## src/rtl/brq_mem_arbiter.sv

```systemverilog
// Purpose: shares one core-side memory port between the instruction-fetch and
// load/store requesters of a brq_core. Requests are arbitrated (fixed data
// priority or round-robin), the winner is locked until granted, and an
// in-order source FIFO steers each response back to its owner.
//
// Ports:
//   clk_i, rst_ni                  clock, asynchronous active-low reset
//   instr_*                        fetch requester (read-only)
//   data_*                         load/store requester
//   mem_*                          shared downstream port (req/gnt/rvalid)
//   unexp_rsp_o                    one-cycle pulse after an rvalid that had
//                                  no outstanding transaction
module brq_mem_arbiter #(
   parameter int unsigned MaxOutstanding = 2,
   parameter logic        DataPriority   = 1'b0
) (
   input  logic        clk_i,
   input  logic        rst_ni,

   input  logic        instr_req_i,
   output logic        instr_gnt_o,
   input  logic [31:0] instr_addr_i,
   output logic        instr_rvalid_o,
   output logic [31:0] instr_rdata_o,
   output logic        instr_err_o,

   input  logic        data_req_i,
   output logic        data_gnt_o,
   input  logic        data_we_i,
   input  logic [3:0]  data_be_i,
   input  logic [31:0] data_addr_i,
   input  logic [31:0] data_wdata_i,
   output logic        data_rvalid_o,
   output logic [31:0] data_rdata_o,
   output logic        data_err_o,

   output logic        mem_req_o,
   input  logic        mem_gnt_i,
   output logic        mem_we_o,
   output logic [3:0]  mem_be_o,
   output logic [31:0] mem_addr_o,
   output logic [31:0] mem_wdata_o,
   input  logic        mem_rvalid_i,
   input  logic [31:0] mem_rdata_i,
   input  logic        mem_err_i,

   output logic        unexp_rsp_o
);

   // Storage is sized for the largest legal depth; pointers wrap at MaxOutstanding.
   localparam int unsigned PtrW  = 2;
   localparam int unsigned CntW  = 3;
   localparam int unsigned FifoD = 4;

   localparam logic SEL_INSTR = 1'b0;
   localparam logic SEL_DATA  = 1'b1;

   typedef enum logic {
      ARB  = 1'b0,
      HOLD = 1'b1
   } state_e;

   state_e            state_q, state_d;
   logic              sel_q, sel_d;
   logic              rr_last_q, rr_last_d;
   logic [FifoD-1:0]  src_q, src_d;
   logic [PtrW-1:0]   wr_ptr_q, wr_ptr_d;
   logic [PtrW-1:0]   rd_ptr_q, rd_ptr_d;
   logic [CntW-1:0]   count_q, count_d;
   logic              unexp_q, unexp_d;

   logic              arb_sel_c;
   logic              sel_c;
   logic              req_c;
   logic              push_c;
   logic              pop_c;
   logic              empty_c;
   logic              head_c;

   // Winner of a fresh arbitration round.
   always_comb begin
      arb_sel_c = SEL_INSTR;
      if (instr_req_i && data_req_i) begin
         if (DataPriority) begin
            arb_sel_c = SEL_DATA;
         end else begin
            arb_sel_c = (rr_last_q == SEL_DATA) ? SEL_INSTR : SEL_DATA;
         end
      end else if (data_req_i) begin
         arb_sel_c = SEL_DATA;
      end
   end

   // Next-state and request logic; HOLD keeps an ungranted request locked.
   always_comb begin
      state_d = state_q;
      sel_d   = sel_q;
      sel_c   = arb_sel_c;
      req_c   = 1'b0;
      unique case (state_q)
         ARB: begin
            sel_c = arb_sel_c;
            req_c = (instr_req_i | data_req_i) &
                    (count_q < CntW'(MaxOutstanding));
            if (req_c && !mem_gnt_i) begin
               state_d = HOLD;
               sel_d   = arb_sel_c;
            end
         end
         HOLD: begin
            sel_c = sel_q;
            req_c = 1'b1;
            if (mem_gnt_i) begin
               state_d = ARB;
            end
         end
         default: begin
            state_d = ARB;
         end
      endcase
   end

   assign push_c  = req_c & mem_gnt_i;
   assign empty_c = (count_q == '0);
   assign pop_c   = mem_rvalid_i & ~empty_c;
   assign head_c  = src_q[rd_ptr_q];

   // Source FIFO bookkeeping and round-robin history.
   always_comb begin
      src_d     = src_q;
      wr_ptr_d  = wr_ptr_q;
      rd_ptr_d  = rd_ptr_q;
      count_d   = count_q;
      rr_last_d = rr_last_q;
      unexp_d   = mem_rvalid_i & empty_c;

      if (push_c) begin
         src_d[wr_ptr_q] = sel_c;
         rr_last_d       = sel_c;
         wr_ptr_d        = (wr_ptr_q == PtrW'(MaxOutstanding - 1)) ? '0 :
                           wr_ptr_q + PtrW'(1);
      end
      if (pop_c) begin
         rd_ptr_d = (rd_ptr_q == PtrW'(MaxOutstanding - 1)) ? '0 :
                    rd_ptr_q + PtrW'(1);
      end

      unique case ({push_c, pop_c})
         2'b10:   count_d = count_q + CntW'(1);
         2'b01:   count_d = count_q - CntW'(1);
         default: count_d = count_q;
      endcase
   end

   // State registers.
   always_ff @(posedge clk_i or negedge rst_ni) begin
      if (!rst_ni) begin
         state_q   <= ARB;
         sel_q     <= SEL_INSTR;
         rr_last_q <= SEL_DATA;
         src_q     <= '0;
         wr_ptr_q  <= '0;
         rd_ptr_q  <= '0;
         count_q   <= '0;
         unexp_q   <= 1'b0;
      end else begin
         state_q   <= state_d;
         sel_q     <= sel_d;
         rr_last_q <= rr_last_d;
         src_q     <= src_d;
         wr_ptr_q  <= wr_ptr_d;
         rd_ptr_q  <= rd_ptr_d;
         count_q   <= count_d;
         unexp_q   <= unexp_d;
      end
   end

   // Request side: zero-latency mux and grant fan-out, forced low in reset.
   assign mem_req_o   = rst_ni & req_c;
   assign mem_we_o    = rst_ni & (sel_c == SEL_DATA) & data_we_i;
   assign mem_be_o    = !rst_ni ? 4'h0 :
                        (sel_c == SEL_DATA) ? data_be_i : 4'hF;
   assign mem_addr_o  = !rst_ni ? 32'h0 :
                        (sel_c == SEL_DATA) ? data_addr_i : instr_addr_i;
   assign mem_wdata_o = (rst_ni && (sel_c == SEL_DATA)) ? data_wdata_i : 32'h0;

   assign instr_gnt_o = rst_ni & push_c & (sel_c == SEL_INSTR);
   assign data_gnt_o  = rst_ni & push_c & (sel_c == SEL_DATA);

   // Response side: routed by the FIFO head, data/err broadcast to both.
   assign instr_rvalid_o = rst_ni & pop_c & (head_c == SEL_INSTR);
   assign data_rvalid_o  = rst_ni & pop_c & (head_c == SEL_DATA);
   assign instr_rdata_o  = rst_ni ? mem_rdata_i : 32'h0;
   assign data_rdata_o   = rst_ni ? mem_rdata_i : 32'h0;
   assign instr_err_o    = rst_ni & mem_err_i;
   assign data_err_o     = rst_ni & mem_err_i;

   assign unexp_rsp_o = unexp_q;

endmodule
```

## config.mk

```make
export PLATFORM = sky130hd
export DESIGN_NAME = brq_mem_arbiter
export DESIGN_NICKNAME = d
export VERILOG_FILES = /design/src/rtl/brq_mem_arbiter.sv
export SDC_FILE = /design/constraint.sdc
export NUM_CORES = 1
export LEC_CHECK = 0
export ABC_AREA = 1
export ABC_CLOCK_PERIOD_IN_PS = 2900
export CORE_AREA = 2 2 109 111
export CTS_CLUSTER_SIZE = 12
export DETAILED_ROUTE_END_ITERATION = 12
export DIE_AREA = 0 0 111 113
export GPL_ROUTABILITY_DRIVEN = 1
export HOLD_SLACK_MARGIN = 0.08
export PLACE_DENSITY = 0.66
export SYNTH_ARGS = -nofsm -noshare
export SYNTH_HDL_FRONTEND = slang
export SYNTH_SLANG_ARGS = --single-unit
```

## constraint.sdc

```tcl
create_clock -name clk_i -period 2.9 [get_ports clk_i]
set_input_delay 0.435 -clock clk_i [delete_from_list [all_inputs] [get_ports clk_i]]
set_output_delay 0.435 -clock clk_i [all_outputs]
set_load 0.02 [all_outputs]
```

==> flow_metrics.tcl <==
set metrics [dict create \
    status "finished clean" \
    root_buffer "clkbuf_16" \
    period_minus_slack_ns 2.74 \
    cts_resized 0 \
    cts_tree "yes" \
    pin_count 281 \
    vdd_drop_max_mv 0.460 \
    cap_violations 0 \
    hold_slack_ns 0.0809 \
    final_cell_mix "279 x clkdlybuf4s50_1, 84 x nor2_1, 79 x inv_1, 62 x nand2_1" \
    grt_pass1_vias 3106 \
    drt_iter0_markers 137 \
    cp_slowest_cell "clkdlybuf4s50_1" \
    max_stage_delay_ns 0.62 \
    final_area_sq_um 5170 \
    drt_first_pass_iters 4 \
    ant_nets 0 \
    synth_fp_nets 529 \
    finClkSkew_ns 0.00167 \
    netlist-cell-type-count 30 \
    rsz0062_at_grt "no" \
    dpl_cell_area_sq_um 5090 \
    clock_path_buffers 2 \
    critical_path_class "input port to output port" \
    path_common_cell "clkdlybuf4s50_1" \
    setup_viol 0 \
    area_growth_pct 115 \
    die_h_um 113 \
    routed_wl_mm 10.4 \
    p_leak_nw 2.37 \
    start_util_pct 21.4 \
    synthCells 387 \
    drive_gt1_share_pct 8.74 \
    crit_arrival_ns 2.31 \
    final_common_cell "clkdlybuf4s50_1" \
    dieWidth_um 111 \
    cp_data_required_time_ns 2.47 \
    clk_pin_slew_worst_paths_ns 0.05 \
    relSlewSlack_pct 79.4 \
    grt_pass1_wl_mm 16.0 \
    cts-buffers-inserted 3 \
    path_cells "clkdlybuf4s50_1, nand3_2, nand2_4, nand2_8, buf_12, nor2_1, clkdlybuf4s50_1" \
    io_buffers 280 \
    syn_area_sq_um 2410 \
    hp-class "input port to async pin" \
    maxSlewViolCount 0 \
    grtUsageTotal_pct 15.6 \
    vias_per_cell 4.06 \
    hold_buffers 0 \
    synth.yosys.seq_area_share_pct 15.6 \
    synth.avg_cell_area_sq_um 6.22 \
    grt_max_degree 46 \
    grt_overflow 0 \
    critPathCaptureType "output port" \
    h-tree-depth 1 \
    p_per_area_nw_per_um2 455 \
    fillers 1137 \
    hold_violations 0 \
    cts_setup_buffers 0 \
    critPathMaxFanout 13 \
    insertion_delay_ns 0.24 \
    core_area_sq_um 11300 \
    antenna_found_initial 1 \
    tns_ns 0 \
    cts.sinks 15 \
    wl_per_cell_um 13.5 \
    synth-seq-cells 15 \
    hpwl_mm 8.95 \
    tightest_slew_ns 0.310 \
    ys_warn_count 0 \
    vias 3135 \
    gp_congestion 0.836 \
    rows 39 \
    fmax_mhz 365 \
    die_area_sq_um 12500 \
    nets 772 \
    worstSetupStartpointType "input port" \
    period_share_pct 94.5 \
    remaining_drc_errors 0 \
]
==> registers in the layout (all words and copies together) (netlist names) <==
signal,flops
count_q,3
rd_ptr_q,2
rr_last_q,1
sel_q,1
src_q,4
state_q,1
unexp_rsp_o,1
wr_ptr_q,2
==> through the flow <==
step | cells | utilization (%) | setup slack, ns | power, mW
floorplan | 387 | - | 0.990 | 1.39
finish | 773 | 45.9 | 0.159 | 2.35
global placement | 768 | 45.1 | 0.170 | 2.06
CTS | 772 | 45.8 | 0.140 | 2.38
global route | 772 | 45.8 | 0.0570 | 2.52
detailed placement | 768 | 45.1 | 0.141 | 2.10
==> report_power, final <==
group,switching [mW],internal [mW],total [mW]
combinational,0.930,0.795,1.73
sequential,0.0630,0.301,0.364
clock,0.0769,0.186,0.262
total,1.07,1.28,2.35
==> critical path, delay by kind of cell <==
family,cells,cell delay [ns]
simple gates,4,0.51
buf+inv,3,1.33
==> path summary, 6_finish.rpt <==
| kind | start | to | slack, ns | cells past startpoint |
|---|---|---|---|---|
| max in group asynchronous | rst_ni | rr_last_q | 2.32 | 2 |
| max | data_req_i | mem_wdata_o[30] | 0.16 | 7 |
| min | rst_ni | src_q[1] | 0.08 | 1 |
| min in group clk_i | count_q[0] | count_q[0] | 0.47 | 1 |
| min reg2reg | count_q[0] | count_q[0] | 0.47 | 1 |
| max reg2reg | count_q[1] | count_q[2] | 0.88 | 10 |
==> routing by layer <==
metal | vias up | GRT usage [%] | wire length, um
li1 | 1576 | - | -
met1 | 1367 | 16.9 | 3840
met2 | 166 | 30.1 | 5510
met3 | 26 | 3.86 | 838
met4 | 0 | 4.25 | 240
met5 | - | 0 | 0
==> cell families after synthesis <==
family | Yosys count | synth area share, %
simple gates | 195 | 42.6
compound gates | 38 | 7.95
buf+inv | 134 | 31.4
flops | 15 | 15.6
fa+ha+maj | 2 | 1.35
xor+xnor | 3 | 1.09
==> Yosys cell counts, drive strengths merged <==
master  instances  area (sq um)
a21oi           2          10.0
a31oi           1          6.26
and3            1          6.26
buf            49           435
clkbuf          3          12.5
dfrtp          14           350
dfstp           1          26.3
fa              1          20.0
ha              1          12.5
inv            82           308
nand2          65           270
nand3           8          45.0
nand4           4          25.0
nor2          114           653
nor3            2          20.0
o21ai          35           175
or2             1          6.26
xnor2           2          17.5
xor2            1          8.76
==> cell type report <==
class,count,area [sq um],share of cell area (%)
Multi-Input combinational cell,238,1280,24.7
Tap cell,143,179,3.46
Inverter,82,308,5.95
Clock buffer,4,78.8,1.53
Antenna cell,1,2.50,0.0484
Sequential cell,15,377,7.29
Timing Repair Buffer,290,2950,57.0
Power figures use the tool's default switching activity.
